--- src/rtl/hex_dump_pkg.sv ---
// rtl/hex_dump_pkg.sv - shared state encodings and ASCII constants for the hex dump transmitter
package hex_dump_pkg;

    typedef enum logic [2:0] {
        ST_IDLE = 3'd0,
        ST_HI   = 3'd1,
        ST_LO   = 3'd2,
        ST_SEP  = 3'd3,
        ST_CR   = 3'd4,
        ST_LF   = 3'd5,
        ST_GAP  = 3'd6
    } state_t;

    localparam logic [7:0] ASC_CR = 8'h0D;
    localparam logic [7:0] ASC_LF = 8'h0A;
    localparam logic [7:0] ASC_0  = 8'h30;
    localparam logic [7:0] ASC_A  = 8'h41;

endpackage

--- src/rtl/hex_dump_tx_if.sv ---
// rtl/hex_dump_tx_if.sv - byte input, flush and UART write signals of the hex dump transmitter
interface hex_dump_tx_if;
    logic       in_valid;
    logic [7:0] in_data;
    logic       in_ready;
    logic       flush;
    logic       uart_busy;
    logic       uart_wr;
    logic [7:0] uart_data;

    modport slave (
        input  in_valid, in_data, flush, uart_busy,
        output in_ready, uart_wr, uart_data
    );

    modport master (
        output in_valid, in_data, flush, uart_busy,
        input  in_ready, uart_wr, uart_data
    );
endinterface

--- src/rtl/nibble_to_ascii.sv ---
// rtl/nibble_to_ascii.sv - combinational 4-bit nibble to uppercase ASCII hex digit
module nibble_to_ascii
    import hex_dump_pkg::*;
(
    input  logic [3:0] nib_i,
    output logic [7:0] ascii_o
);

    // digits 0-9 map onto '0'.., 10-15 onto 'A'..
    always_comb begin
        if (nib_i < 4'd10) begin
            ascii_o = ASC_0 + {4'd0, nib_i};
        end else begin
            ascii_o = ASC_A + {4'd0, nib_i} - 8'd10;
        end
    end

endmodule

--- src/rtl/hex_dump_tx.sv ---
// rtl/hex_dump_tx.sv - streams accepted bytes to a UART as hex text lines
module hex_dump_tx
    import hex_dump_pkg::*;
#(
    parameter int         BYTES_PER_LINE = 16,
    parameter logic [7:0] SEP_CHAR       = 8'h20
) (
    input  logic            clk,
    input  logic            resetq,
    hex_dump_tx_if.slave    bus
);

    localparam logic [7:0] LAST_COL = 8'(BYTES_PER_LINE - 1);

    state_t     state_q, state_d;
    state_t     nxt_q, nxt_d;
    logic [7:0] col_q, col_d;
    logic [7:0] byte_q, byte_d;
    logic       wr_q, wr_d;
    logic [7:0] data_q, data_d;

    logic [3:0] nib;
    logic [7:0] hex_char;
    logic [7:0] emit_char;

    assign nib = (state_q == ST_HI) ? byte_q[7:4] : byte_q[3:0];

    nibble_to_ascii u_nib (
        .nib_i   (nib),
        .ascii_o (hex_char)
    );

    assign bus.in_ready  = resetq && (state_q == ST_IDLE);
    assign bus.uart_wr   = wr_q;
    assign bus.uart_data = data_q;

    // character belonging to the current emit state
    always_comb begin
        emit_char = hex_char;
        case (state_q)
            ST_SEP:  emit_char = SEP_CHAR;
            ST_CR:   emit_char = ASC_CR;
            ST_LF:   emit_char = ASC_LF;
            default: emit_char = hex_char;
        endcase
    end

    // next-state, column and strobe logic; every emit is followed by one GAP cycle
    always_comb begin
        state_d = state_q;
        nxt_d   = nxt_q;
        col_d   = col_q;
        byte_d  = byte_q;
        wr_d    = 1'b0;
        data_d  = data_q;
        case (state_q)
            ST_IDLE: begin
                if (bus.in_valid) begin
                    byte_d  = bus.in_data;
                    state_d = ST_HI;
                end else if (bus.flush && (col_q != 8'd0)) begin
                    col_d   = 8'd0;
                    state_d = ST_CR;
                end
            end
            ST_HI, ST_LO, ST_SEP, ST_CR, ST_LF: begin
                if (!bus.uart_busy) begin
                    wr_d    = 1'b1;
                    data_d  = emit_char;
                    state_d = ST_GAP;
                    case (state_q)
                        ST_HI: nxt_d = ST_LO;
                        ST_LO: begin
                            if (col_q == LAST_COL) begin
                                nxt_d = ST_CR;
                                col_d = 8'd0;
                            end else begin
                                nxt_d = ST_SEP;
                                col_d = col_q + 8'd1;
                            end
                        end
                        ST_CR:   nxt_d = ST_LF;
                        default: nxt_d = ST_IDLE;
                    endcase
                end
            end
            ST_GAP:  state_d = nxt_q;
            default: state_d = ST_IDLE;
        endcase
    end

    // state and output registers with synchronous active-low reset
    always_ff @(posedge clk) begin
        if (!resetq) begin
            state_q <= ST_IDLE;
            nxt_q   <= ST_IDLE;
            col_q   <= 8'd0;
            byte_q  <= 8'h00;
            wr_q    <= 1'b0;
            data_q  <= 8'h00;
        end else begin
            state_q <= state_d;
            nxt_q   <= nxt_d;
            col_q   <= col_d;
            byte_q  <= byte_d;
            wr_q    <= wr_d;
            data_q  <= data_d;
        end
    end

endmodule

--- src/flat_wrapper.sv ---
// flat-port wrapper written by rule: the top's interface ports become plain ports
module hex_dump_tx_flat import hex_dump_pkg::*;
#(
    parameter int         BYTES_PER_LINE = 16,
    parameter logic [7:0] SEP_CHAR       = 8'h20
)
  (clk, resetq, bus_in_valid, bus_in_data, bus_flush, bus_uart_busy, bus_in_ready, bus_uart_wr, bus_uart_data);
  hex_dump_tx_if bus_i ();
  input  logic clk;
  input  logic resetq;
  input wire logic [$bits(bus_i.in_valid)-1:0] bus_in_valid;
  input wire logic [$bits(bus_i.in_data)-1:0] bus_in_data;
  input wire logic [$bits(bus_i.flush)-1:0] bus_flush;
  input wire logic [$bits(bus_i.uart_busy)-1:0] bus_uart_busy;
  output wire logic [$bits(bus_i.in_ready)-1:0] bus_in_ready;
  output wire logic [$bits(bus_i.uart_wr)-1:0] bus_uart_wr;
  output wire logic [$bits(bus_i.uart_data)-1:0] bus_uart_data;
  assign bus_i.in_valid = bus_in_valid;
  assign bus_i.in_data = bus_in_data;
  assign bus_i.flush = bus_flush;
  assign bus_i.uart_busy = bus_uart_busy;
  assign bus_in_ready = bus_i.in_ready;
  assign bus_uart_wr = bus_i.uart_wr;
  assign bus_uart_data = bus_i.uart_data;
  hex_dump_tx #(.BYTES_PER_LINE(BYTES_PER_LINE), .SEP_CHAR(SEP_CHAR)) u_core (.clk(clk), .resetq(resetq), .bus(bus_i));
endmodule
--- config.mk ---
export PLATFORM = sky130hd
export DESIGN_NAME = hex_dump_tx_flat
export DESIGN_NICKNAME = d
export VERILOG_FILES = /design/src/rtl/hex_dump_pkg.sv /design/src/rtl/hex_dump_tx_if.sv /design/src/rtl/nibble_to_ascii.sv /design/src/rtl/hex_dump_tx.sv /design/src/flat_wrapper.sv
export SDC_FILE = /design/constraint.sdc
export NUM_CORES = 1
export LEC_CHECK = 0
export ABC_AREA = 0
export ABC_CLOCK_PERIOD_IN_PS = 2300
export CAP_MARGIN = 25
export CELL_PAD_IN_SITES_DETAIL_PLACEMENT = 1
export CELL_PAD_IN_SITES_GLOBAL_PLACEMENT = 1
export CORE_MARGIN = 10
export CORE_UTILIZATION = 37
export CTS_CLUSTER_SIZE = 8
export DETAILED_ROUTE_END_ITERATION = 6
export PLACE_DENSITY_LB_ADDON = 0.1
export SLEW_MARGIN = 5
export SYNTH_ARGS = -nofsm -noshare
export SYNTH_HDL_FRONTEND = slang
export SYNTH_HIERARCHICAL = 1
export SYNTH_SLANG_ARGS = --single-unit
export TNS_END_PERCENT = 20
--- constraint.sdc ---
create_clock -name clk -period 2.3 [get_ports clk]
set_input_delay 0.23 -clock clk [delete_from_list [all_inputs] [get_ports clk]]
set_output_delay 0.23 -clock clk [all_outputs]
set_load 0.01 [all_outputs]
### Word-level counts from Yosys, hierarchy flattened

Cells that the tools add are included.

* add/subtract/negate cells: 4
* $lt $le $gt $ge: 1
* equal/unequal tests: 12
* multiplexer cells: 16
* bitwise gates (word level): 1
* reductions and logical operators: 11

Operators by type and width (count)
* $mux 8: 6
* $pmux 8 s3: 1
* $pmux 3 s3: 2
* $pmux 8 s2: 1
* $mux 3: 4
* $eq 3x3->1 const B: 3
* $add 7x4->8 const A: 1
* $add 8x1->8 const B: 1
* $eq 8x4->1 const B: 1
* $reduce_and 2->1: 4
* $reduce_bool 8->1: 1
* $sub 8x4->8 const B: 1
* $add 6x4->7 const A: 1
* $eq 3x2->1 const B: 2
* $ne 2x2->1 const B: 3
* $reduce_and 5->1: 1
* $reduce_or 5->1: 1
* $lt 4x4->1 const B: 1
* $mux 4: 1
* $eq 3x1->1 const B: 1
* $logic_not 3->1: 1
* $ne 3x3->1 const B: 1
* $logic_and 1x1->1: 2
* $ne 2x1->1 const B: 1
* 3 further kinds: 3

* bits in registers: 31
* output and inout bits: 10
* word-level logic and storage cells: 51

### Logic depth before layout (Yosys ltp)

* depth after elaboration: 6
* gate-level depth with buffers: 10

### Cells and area by module

The synthesis kept the hierarchy.

Modules (own cells, without submodules)
* hex_dump_tx: times used 1, cells an instance 206, area each 1680.4 µm², seq. area each 620.6 µm²
* nibble_to_ascii: times used 1, cells an instance 16, area each 105.1 µm², seq. area each 0.0 µm²

### Least setup slack after synthesis

OpenSTA, ideal clock, no wires.

* path type: reg-to-reg
* start: register u_core.state_q[0]
* end: register u_core.data_q[1], in the netlist u_core/bus.uart_data[1]
* arrival time: 2.169 ns
* required time: 2.185 ns
* slack: 0.016 ns
* stages on the path, launching flop included: 10
* path buffers: 0
* period minus slack after synthesis: 2.284 ns
* path through: dfxtp_1 -> inv_1 -> nor3_1 -> mux2_2 -> inv_1 -> ha_1 -> a21oi_1 -> a32o_1 -> a22o_1 -> o21a_1

* longest elaborated chain between the ends: 6
* elaborated cells between the ends (all ways): 14
* classes of those cells: add/sub: 3; order compare: 1; eq/ne: 5; mux: 3; reduce/logical: 2

RTL lines
* start: declaration: RTL line hex_dump_tx.sv:15 `state_t state_q, state_d;`
* start signal: assignment: RTL line hex_dump_tx.sv:102 `state_q <= state_d;`
* $eq 3x1->1 *: RTL line hex_dump_tx.sv:26 `assign nib = (state_q == ST_HI) ? byte_q[7:4] : byte_q[3:0];`
* $mux 4 *: RTL line hex_dump_tx.sv:26
* net u_core.nib[1]: RTL line hex_dump_tx.sv:22 `logic [3:0] nib;`
* $add 7x4->8: RTL line nibble_to_ascii.sv:14 `ascii_o = ASC_A + {4'd0, nib_i} - 8'd10;`
* $sub 8x4->8: RTL line nibble_to_ascii.sv:14
* $mux 8 *: RTL line nibble_to_ascii.sv:11 `if (nib_i < 4'd10) begin`
* net u_core.hex_char[1]: RTL line hex_dump_tx.sv:23 `logic [7:0] hex_char;`
* $pmux 8 s3 *: RTL line hex_dump_tx.sv:40 `case (state_q)`
* end signal: assignment: RTL line hex_dump_tx.sv:107 `data_q <= data_d;`
* end: declaration: RTL line hex_dump_tx.sv:20 `logic [7:0] data_q, data_d;`

Mark *: on every way through the listed nets, which the timed path passes. The rest lies on a longest branch.
A chain may end at the register's enable or synchronous reset.

### Worst setup path after layout

Ends and elaborated chain as after synthesis.

==> impl_metrics.ini <==
[floorplan]
start_util_pct = 38.1
die_w_um = 89.5
fp.dieH_um = 89.5
die_area_mm2 = 0.00800
ioPinCount = 23
coreArea_mm2 = 0.00469
std_cell_rows = 25

[power_and_ir_drop]
seq_power_share_pct = 38.2
p_leak_uw = 0.000771
peakVddDrop_mv = 0.296
comb_power_share_pct = 32.5
switching_power_uw = 547
p_int_uw = 1090
swShare_pct = 33.3
p_per_area_mw_per_mm2 = 757
p_clk_share_pct = 29.3

[synth]
synth_edf_count = 0
seq_area_frac_synth_pct = 34.8
ys.flop_type = dfxtp_1
synth_cells = 222
async_reset_ff_share_pct = 0
ys_seq_elements = 31
ys_warn_count = 6
syn_area_per_cell_um2 = 8.04
syn-num-nets = 238
synth_area_mm2 = 0.00179
ys_types = 60

[global_route]
grt_usage_pct = 14.5
antenna_found_initial = 0
grt_pass1_vias = 1834
grt_max_degree = 19
overflow = 0
grt_pass1_wl_um = 8950

[setup_path]
crit_chain = inv_1, nor3_1, buf_4, mux2_2, inv_1, ha_1, a21oi_1, a32o_1, a22o_1, o21a_1
worst_setup_path_end_kind = flop
r2r_start = u_core/state_q[0]
worstSetupPathType = flop to flop
cp_common_cell = inv_1
slowest_delay_ns = 0.38
r2r-end = u_core/bus.uart_data[1]
arrival_ns = 2.38
r2r_slack_ns = 0.15
critPathLaunchType = flop
required_ns = 2.53
crit_fanout = 6
crit_path_end = u_core/bus.uart_data[1]
r2r_cells = 10
cp_slowest_cell = mux2_2
crit_start = u_core/state_q[0]

[finish]
areaGrowthSynthToFinish_pct = 21.4
layout-drive-gt1-share_pct = 12.6
final_cell_area_mm2 = 0.00217
fin_nets = 261
n_antenna_cell = 0

[sta]
finalHoldViolCount = 0
maxSlewHeadroom_pct = 62.0
worst_pin_slew_ns = 0.565
fmax_mhz = 465
fin_skew_ns = 0.00676
tns_ns = 0
finalSetupViolCount = 0
fin_crit_sh_pct = 93.5
slew_viol_final = 0
timing.final.crit_period_ns = 2.15
rsz0062_at_grt = false

[clocking]
ctsRootBufferMaster = clkbuf_8
cts_hold_buf = 0
path_clk_slew_ns = 0.07
cts_max_path_buffers = 2
cts_resized = 0
htreeDepth = 2
clk_latency_ns = 0.29
numCtsBuffers = 5
cts_setup_buffers = 0
cts_tree = yes
cts_sinks = 31

[hold_path]
worstHoldPathType = flop to flop

[job]
drv_cap = 0

[routing]
drt-pass1-iter-count = 6
antenna_left = 0
detail_route.iter0.violations = 91
via_per_inst = 5.85
drc = 0
wl_per_cell_um = 17.5
finalWirelength_um = 5250
route.vias.total = 1755

[placement]
portBuffers = 22
globalplace.congestion = 0.868
placed_cell_area_mm2 = 0.00207
dp_hpwl_um = 4040

[run_status]
status = finished, final reports clean
registers in the layout, summed over array words and instances, names as in the netlist:
name,cells
u_core/bus.uart_data,8
u_core/byte_q,8
u_core/col_q,8
u_core/nxt_q,3
u_core/state_q,3
u_core/bus.uart_wr,1
critical path: cells and delay by family, from the launching register on:
| kind | cells | cell delay [ns] |
|---|---|---|
| AO/OA/AOI/OAI | 4 | 0.66 |
| multiplexers | 1 | 0.38 |
| flip-flops | 1 | 0.33 |
| buffers and inverters | 3 | 0.30 |
| adder cells (fa/ha/maj) | 1 | 0.24 |
| AND/OR/NAND/NOR | 1 | 0.18 |
layout make-up:
class | count | area [um2]
Inverter | 10 | 37.5
Tap cell | 54 | 67.6
Fill cell | 583 | 2520
Clock buffer | 8 | 100
Timing Repair Buffer | 31 | 288
Sequential cell | 31 | 621
Multi-Input combinational cell | 166 | 1050
how the worst min path moves through the flow:
stage / start / to / depth (start not counted)
global route: u_core/byte_q[3] / u_core/byte_q[3] / 2
global placement: u_core/bus.uart_data[4] / u_core/bus.uart_data[4] / 2
floorplan: bus_in_data[0] / u_core/byte_q[0] / 2
detailed placement: u_core/bus.uart_data[6] / u_core/bus.uart_data[6] / 2
CTS: u_core/byte_q[4] / u_core/byte_q[4] / 2
finish: u_core/bus.uart_data[6] / u_core/bus.uart_data[6] / 2
synth_stat cells (2+ instances only):
master,n,area (um2)
o22ai_1,3,18.8
nand3_1,8,40.0
a22oi_1,3,22.5
o21ai_1,3,15.0
and2_1,6,37.5
ha_1,3,37.5
nand3b_1,3,22.5
nor4_2,2,25.0
inv_1,10,37.5
a21boi_0,4,30.0
o21a_1,3,22.5
a32o_1,2,20.0
o211ai_1,2,15.0
nor3_1,5,25.0
a211oi_1,4,30.0
dfxtp_1,31,621
a22o_1,2,17.5
nor2_1,11,41.3
o21ai_0,6,30.0
o32ai_1,2,17.5
mux2_2,4,45.0
nand2b_1,2,12.5
clkbuf_1,9,33.8
buf_2,4,20.0
a21oi_1,22,110
and3_1,2,12.5
nand2_1,29,109
nor2b_1,5,31.3
cells in the final DEF (no fill, tap or decap), types with 2 or more instances in the layout:
cell type	netlist	layout
dfxtp_1	31	31
nand2_1	29	29
clkdlybuf4s50_1	0	22
a21oi_1	22	22
nor2_1	11	11
inv_1	10	10
buf_4	1	9
nand3_1	8	8
clkbuf_8	0	7
and2_1	6	6
o21ai_0	6	6
nor3_1	5	5
nor2b_1	5	5
mux2_2	4	4
a211oi_1	4	4
a21boi_0	4	4
nand3b_1	3	3
o22ai_1	3	3
o21a_1	3	3
a22oi_1	3	3
o21ai_1	3	3
ha_1	3	3
and3_1	2	2
nor4_2	2	2
nand2b_1	2	2
o32ai_1	2	2
a22o_1	2	2
o211ai_1	2	2
a32o_1	2	2
logic make-up (layout without fill, tap and decap cells):
logic type | count (synthesis) | count (layout) | synth area share (%)
AO/OA/AOI/OAI | 69 | 69 | 26.3
buffers and inverters | 25 | 49 | 6.17
AND/OR/NAND/NOR | 87 | 87 | 26.8
multiplexers | 5 | 5 | 3.15
flip-flops | 31 | 31 | 34.8
adder cells (fa/ha/maj) | 3 | 3 | 2.10
other | 1 | 1 | 0.210
XOR/XNOR | 1 | 1 | 0.491
layer usage:
metal	vias to the layer above	part of all wire, %	global-route usage [%]
li1	844	-	-
met1	876	43	15.7
met2	27	51	25.9
met3	8	4.0	3.65
met4	0	2.1	6.36
met5	-	0	0
per-stage QoR:
step | power [uW] | instances | hold slack (ns) | setup WS (ns) | util [%]
floorplan | 978 | 222 | 0.366 | 0.0164 | -
detailed placement | 1180 | 292 | 0.455 | 0.193 | 44.1
finish | 1640 | 300 | 0.460 | 0.149 | 46.2
CTS | 1670 | 300 | 0.466 | 0.117 | 46.2
global placement | 1150 | 292 | 0.440 | 0.276 | 44.1
global route | 1760 | 300 | 0.494 | 0.0159 | 46.2
power by group through the flow:
stage	registers (uW)	clock network (uW)	logic, uW
2_1_floorplan	641	0	337
3_3_place_gp	638	0	514
3_5_place_dp	640	0	538
4_1_cts	629	500	541
5_1_grt	634	528	597
6_report	628	481	533
(Power assumes the default switching activity.)
